File: src/rtl/win_pkg.sv
`default_nettype none
//=============================================================================
// Module   : win_pkg
// Summary  : Shared state encoding and screen/banner geometry for the WIN banner.
// Revision : 1.0 - initial release
//=============================================================================
package win_pkg;

   typedef enum logic [2:0] {
      ST_IDLE  = 3'd0,
      ST_SLIDE = 3'd1,
      ST_BLINK = 3'd2,
      ST_HOLD  = 3'd3,
      ST_DONE  = 3'd4
   } win_state_t;

   localparam int SCREEN_W = 640;
   localparam int SCREEN_H = 480;
   localparam int BANNER_W = 128;
   localparam int BANNER_H = 64;

endpackage
`default_nettype wire

File: src/rtl/win_banner_ctrl_frame_counter.sv
`default_nettype none
//=============================================================================
// Module   : frame_counter
// Summary  : Counts frame pulses up to a terminal value; tc flags the wrap.
// Revision : 1.0 - initial release
//=============================================================================
module frame_counter (
   input  logic       clk,
   input  logic       reset,
   input  logic       clear,
   input  logic       startOfFrame,
   input  logic [8:0] terminal,
   output logic       tc
);

   logic [8:0] r_count;

   assign tc = startOfFrame && (r_count == terminal);

   always_ff @(posedge clk or posedge reset) begin
      if (reset) begin
         r_count <= '0;
      end else if (clear || tc) begin
         r_count <= '0;
      end else if (startOfFrame) begin
         r_count <= r_count + 9'd1;
      end
   end

endmodule
`default_nettype wire

File: src/rtl/win_banner_ctrl.sv
`default_nettype none
//=============================================================================
// Module   : win_banner_ctrl
// Summary  : Slide/blink/hold sequencer for the WIN banner overlay.
// Config   : WIN_BANNER_SLIDE_EN - include the slide-in state (else drop in place)
// Revision : 1.0 - initial release
//=============================================================================
module win_banner_ctrl
   import win_pkg::*;
#(
   parameter int TARGET_X      = (SCREEN_W - BANNER_W) / 2,
   parameter int TARGET_Y      = (SCREEN_H - BANNER_H) / 2,
   parameter int SLIDE_STEP    = 4,
   parameter int BLINK_FRAMES  = 15,
   parameter int BLINK_TOGGLES = 6,
   parameter int HOLD_FRAMES   = 300
) (
   input  logic        clk,
   input  logic        reset,
   input  logic        startOfFrame,
   input  logic        win_evt,
   input  logic        ack,
   input  logic        abort,
   output logic        banner_visible,
   output logic [10:0] topLeftX,
   output logic [10:0] topLeftY,
   output logic        busy,
   output logic        win_done
);

   win_state_t  r_state, w_next_state;
   logic [10:0] r_y, w_y_next;
   logic        r_vis, w_vis_next;
   logic [3:0]  r_tog, w_tog_next;
   logic [3:0]  w_tog_inc;
   logic        r_busy, r_done;
   logic        w_fc_run, w_fc_clear, w_fc_tc;
   logic [8:0]  w_fc_term;

`ifdef WIN_BANNER_SLIDE_EN
   logic [11:0] w_y_sum;
   assign w_y_sum = {1'b0, r_y} + 12'(SLIDE_STEP);
`else
   logic w_unused_step;
   assign w_unused_step = |SLIDE_STEP;
`endif

   assign w_tog_inc  = r_tog + 4'd1;
   assign w_fc_run   = startOfFrame && ((r_state == ST_BLINK) || (r_state == ST_HOLD));
   assign w_fc_clear = (w_next_state != r_state);
   assign w_fc_term  = (r_state == ST_HOLD) ? 9'(HOLD_FRAMES - 1) : 9'(BLINK_FRAMES - 1);

   frame_counter u_frame_counter (
      .clk          (clk),
      .reset        (reset),
      .clear        (w_fc_clear),
      .startOfFrame (w_fc_run),
      .terminal     (w_fc_term),
      .tc           (w_fc_tc)
   );

   always_comb begin
      w_next_state = r_state;
      w_y_next     = r_y;
      w_vis_next   = r_vis;
      w_tog_next   = r_tog;

      case (r_state)
         ST_IDLE: begin
            if (win_evt) begin
`ifdef WIN_BANNER_SLIDE_EN
               w_next_state = ST_SLIDE;
               w_y_next     = 11'd0;
`else
               w_next_state = ST_BLINK;
               w_y_next     = 11'(TARGET_Y);
`endif
               w_vis_next   = 1'b1;
            end
         end
`ifdef WIN_BANNER_SLIDE_EN
         ST_SLIDE: begin
            // Clamp rather than overshoot when TARGET_Y is not a step multiple
            if (startOfFrame) begin
               if (w_y_sum >= 12'(TARGET_Y)) begin
                  w_y_next     = 11'(TARGET_Y);
                  w_next_state = ST_BLINK;
               end else begin
                  w_y_next = w_y_sum[10:0];
               end
            end
         end
`endif
         ST_BLINK: begin
            if (w_fc_tc) begin
               w_vis_next = ~r_vis;
               w_tog_next = w_tog_inc;
               if (w_tog_inc == 4'(BLINK_TOGGLES)) begin
                  w_next_state = ST_HOLD;
                  w_vis_next   = 1'b1;
               end
            end
         end
         ST_HOLD: begin
            if (ack || w_fc_tc) begin
               w_next_state = ST_DONE;
               w_vis_next   = 1'b0;
            end
         end
         ST_DONE: begin
            w_next_state = ST_IDLE;
            w_y_next     = 11'd0;
            w_vis_next   = 1'b0;
         end
         default: begin
            w_next_state = ST_IDLE;
            w_y_next     = 11'd0;
            w_vis_next   = 1'b0;
         end
      endcase

      if (w_next_state != r_state) begin
         w_tog_next = 4'd0;
      end

      // Abort outranks everything, including a simultaneous win_evt in IDLE
      if (abort) begin
         w_next_state = ST_IDLE;
         w_y_next     = 11'd0;
         w_vis_next   = 1'b0;
         w_tog_next   = 4'd0;
      end
   end

   always_ff @(posedge clk or posedge reset) begin
      if (reset) begin
         r_state <= ST_IDLE;
         r_y     <= 11'd0;
         r_vis   <= 1'b0;
         r_tog   <= 4'd0;
         r_busy  <= 1'b0;
         r_done  <= 1'b0;
      end else begin
         r_state <= w_next_state;
         r_y     <= w_y_next;
         r_vis   <= w_vis_next;
         r_tog   <= w_tog_next;
         r_busy  <= (w_next_state != ST_IDLE);
         r_done  <= (w_next_state == ST_DONE);
      end
   end

   assign banner_visible = r_vis;
   assign topLeftX       = 11'(TARGET_X);
   assign topLeftY       = r_y;
   assign busy           = r_busy;
   assign win_done       = r_done;

endmodule
`default_nettype wire

File: config.mk
export PLATFORM = sky130hd
export DESIGN_NAME = win_banner_ctrl
export DESIGN_NICKNAME = d
export VERILOG_FILES = /design/src/rtl/win_pkg.sv /design/src/rtl/win_banner_ctrl_frame_counter.sv /design/src/rtl/win_banner_ctrl.sv
export SDC_FILE = /design/constraint.sdc
export NUM_CORES = 1
export LEC_CHECK = 0
export ABC_AREA = 1
export BUFFER_PORTS_ARGS = -buffer_cell sky130_fd_sc_hd__buf_4
export CORE_MARGIN = 2
export CORE_UTILIZATION = 45
export DETAILED_ROUTE_END_ITERATION = 12
export PLACE_DENSITY_LB_ADDON = 0.25
export SYNTH_ARGS = -nofsm -noshare
export SYNTH_HDL_FRONTEND = slang
export SYNTH_SLANG_ARGS = --single-unit
File: constraint.sdc
create_clock -name clk -period 2.1 [get_ports clk]
set_clock_uncertainty 0.2 [all_clocks]
set_input_delay 0.105 -clock clk [delete_from_list [all_inputs] [get_ports clk]]
set_output_delay 0.105 -clock clk [all_outputs]
set_load 0.02 [all_outputs]
==> run summary <==
status: complete, no violations
final core utilization: 51.5%
Synth area leader: dfrtp_1
crit start category: register
fill cell count: 302
register area share after synthesis: 33.6%
Die ar.: 0.00378 mm^2
CTS tree: done
worst hold slack: 0.0345 ns
Tightest Pin Transition: 0.765 ns
Cell Int Power: 549 uW
# DRC: 0
Final setup viols: 0
post-synth top area share: 33.6%
Placeable Area: 0.00310 mm^2
IO Pins: 31
FP Rows: 20
Hold Violations, Final: 0
Switching Share: 31.1%
Inst Count DP: 227
post-synthesis register bit count: 20
min Tclk post-route: 1.94 ns
DR iter-0 viols: 44
first-pass GRT wire length: 4.63 mm
die extent in y: 61.5 um
Avg Vias per Cell: 4.95
total track usage: 16.5%
hpwl dp: 2.02 mm
TritonCTS Buffers: 3
Pins Over Slew Limit: 0
Avg Cell Area, Syn: 8.40 um^2
type of the tightest min-delay check: primary input to register
share of cells above drive strength 1: 27.3%
pin count of the biggest net entering global routing: 21
via count of the first global-routing pass: 1,112
final net count: 204
Max VDD drop: 0.224 mV
Leak: 0.812 nW
cells after synthesis: 177
WP data arrival: 1.94 ns
gr ovfl total: 0
Initial Utilization: 47.9%
Tot Pwr: 796 uW
WP data required: 2.11 ns
drt pass-1 iters: 4
vias: 1,179
Placer Congestion: 0.914
Comb pwr share: 19.4%
drt wl/cell: 11.5 um
Clock Sinks: 20
top post-synthesis cells by area: dfrtp_1 34%, buf_4 11%, nand2_1 6.1%
Max Buffers Root-to-Sink: 2
Final Non-Filler Cells: 238
Area growth syn-to-layout: 7.49%
antenna viol nets, final: 0
port bufs: 11
crit-path max FO: 9
H-tree levels: 1
clk_lat worst skew: 0.31 ns
Setup crit end kind: register
initial antenna violation count: 0
synth unique cells: 34
CTS clk-pin slew, worst paths: 0.12 ns
Chip Width: 61.5 um
Seq pwr share: 51.8%
synthesized cell area: 0.00149 mm^2
switching pwr: 247 uW
kind of critical path: register to register
ant diodes: 0
final WL: 2.73 mm
max-cap violations: 0
Slew headroom: 48.9%
crit share post-route: 92.2%
Max Clk Rate: 516 MHz
synth warn: 0
PD cells: 498 mW/mm^2
clock root cell: clkbuf_4
clock power share: 28.8%
-- state kept, by name, summed over array words and instances, names as in the netlist --
name,count
busy,1
r_tog,4
r_state,3
banner_visible,1
topLeftY,1
win_done,1
u_frame_counter.r_count,9
-- power groups by stage --
stage | registers [mW] | logic (mW) | clock network, mW
detailed placement | 0.419 | 0.150 | 0
floorplan | 0.422 | 0.145 | 0
finish | 0.412 | 0.155 | 0.229
global placement | 0.419 | 0.150 | 0
CTS | 0.412 | 0.155 | 0.236
global route | 0.414 | 0.172 | 0.257
-- kinds of logic after synthesis --
logic type               count (synthesis)  synth area share (%)
AND/OR/NAND/NOR                         87                  34.1
other                                    2                 0.505
adder cells (fa/ha/maj)                  3                  2.52
AO/OA/AOI/OAI                           12                  5.30
buffers and inverters                   44                  18.6
flip-flops                              20                  33.6
XOR/XNOR                                 9                  5.30
-- final cells by class --
cell class	count	area, um^2	area share (%)
Clock buffer	4	36.3	2.27
Inverter	21	78.8	4.93
Multi-Input combinational cell	130	777	48.6
Sequential cell	20	502	31.4
Tap cell	44	55.1	3.44
Timing Repair Buffer	19	150	9.39
-- synthesized netlist by cell type --
cell / instances
a211oi_1: 1
inv_1: 17
nor2_4: 4
nand3_1: 14
clkinv_1: 1
nor2_1: 11
dfrtp_1: 20
a21oi_1: 1
nand4_2: 1
nand2_8: 1
nand4_1: 5
nor3_1: 3
buf_4: 22
inv_2: 3
ha_1: 3
xor2_1: 7
o21ai_0: 4
nand3_2: 2
xnor2_1: 2
nand2_1: 24
nor3_2: 1
conb_1: 2
nand2_4: 2
a31oi_1: 1
o31ai_1: 2
o211ai_1: 1
or2_2: 1
bufbuf_16: 1
nor2_2: 10
nor4_1: 1
a41oi_1: 2
nand3_4: 1
nand2_2: 5
and3_1: 1
-- worst max-delay path: stages (launching register included) --
cell	delay, ns
dfrtp_2	0.44
ha_1	0.21
xor2_1	0.19
nand2_1	0.10
nor2_1	0.14
nand3_2	0.11
nand2_2	0.08
nand2_2	0.05
nand2_1	0.07
nand2_2	0.08
nand2_8	0.13
nor2_2	0.04
-- per-layer routing --
layer | wire (um) | vias to the layer above | global-route usage, %
li1 | - | 564 | -
met1 | 1180 | 555 | 21.2
met2 | 1340 | 53 | 27.5
met3 | 148 | 7 | 1.89
met4 | 65 | 0 | 8.21
met5 | 0 | - | 0
-- cell usage in the layout (no fill, tap or decap), types with 2 or more instances in the layout --
cell type      instances
xnor2_1                2
inv_1                 17
nand2_2                5
nand2_4                2
buf_4                 16
o31ai_1                2
nand3_2                2
nor3_1                 3
nor2_4                 4
o21ai_0                4
nor2_2                11
xor2_1                 7
nand3_1               14
nand4_1                5
nor2_1                10
clkbuf_4               3
ha_1                   3
a41oi_1                2
nand2_1               24
dlygate4sd3_1          3
dfrtp_1               19
inv_2                  3
conb_1                19
-- repair_timing --
| item | in CTS | in global routing |
|---|---|---|
| endpoints found under the hold margin | 25 | 0 |
| buffers inserted | 0 | 4 |
| setup endpoints to repair | 0 | 12 |
| hold buffers | 3 | 0 |
| gates resized for setup | 0 | 2 |
-- metrics by stage --
stage / setup WS (ns) / instance area, um^2 / TNS (ns)
6_report: 0.163 / 1600 / 0
5_1_grt: -0.00343 / 1600 / -0.00343
4_1_cts: 0.0922 / 1570 / 0
3_5_place_dp: 0.122 / 1500 / 0
3_3_place_gp: 0.126 / 1500 / 0
2_1_floorplan: 0.306 / 1550 / 0
-- final timing paths --
| kind | cells past startpoint | startpoint | slack, ns | end |
|---|---|---|---|---|
| worst max-delay path | 11 | r_tog[0] | 0.16 | u_frame_counter.r_count[1] |
| worst min-delay path | 5 | startOfFrame | 0.03 | u_frame_counter.r_count[1] |
| worst max register to register | 11 | r_tog[0] | 0.16 | u_frame_counter.r_count[1] |
| worst min register to register | 2 | banner_visible | 0.35 | banner_visible |
| max in group asynchronous | 3 | reset | 0.89 | r_tog[0] |
| min in group asynchronous | 3 | reset | 0.28 | u_frame_counter.r_count[8] |
Power figures use the tool's default switching activity.
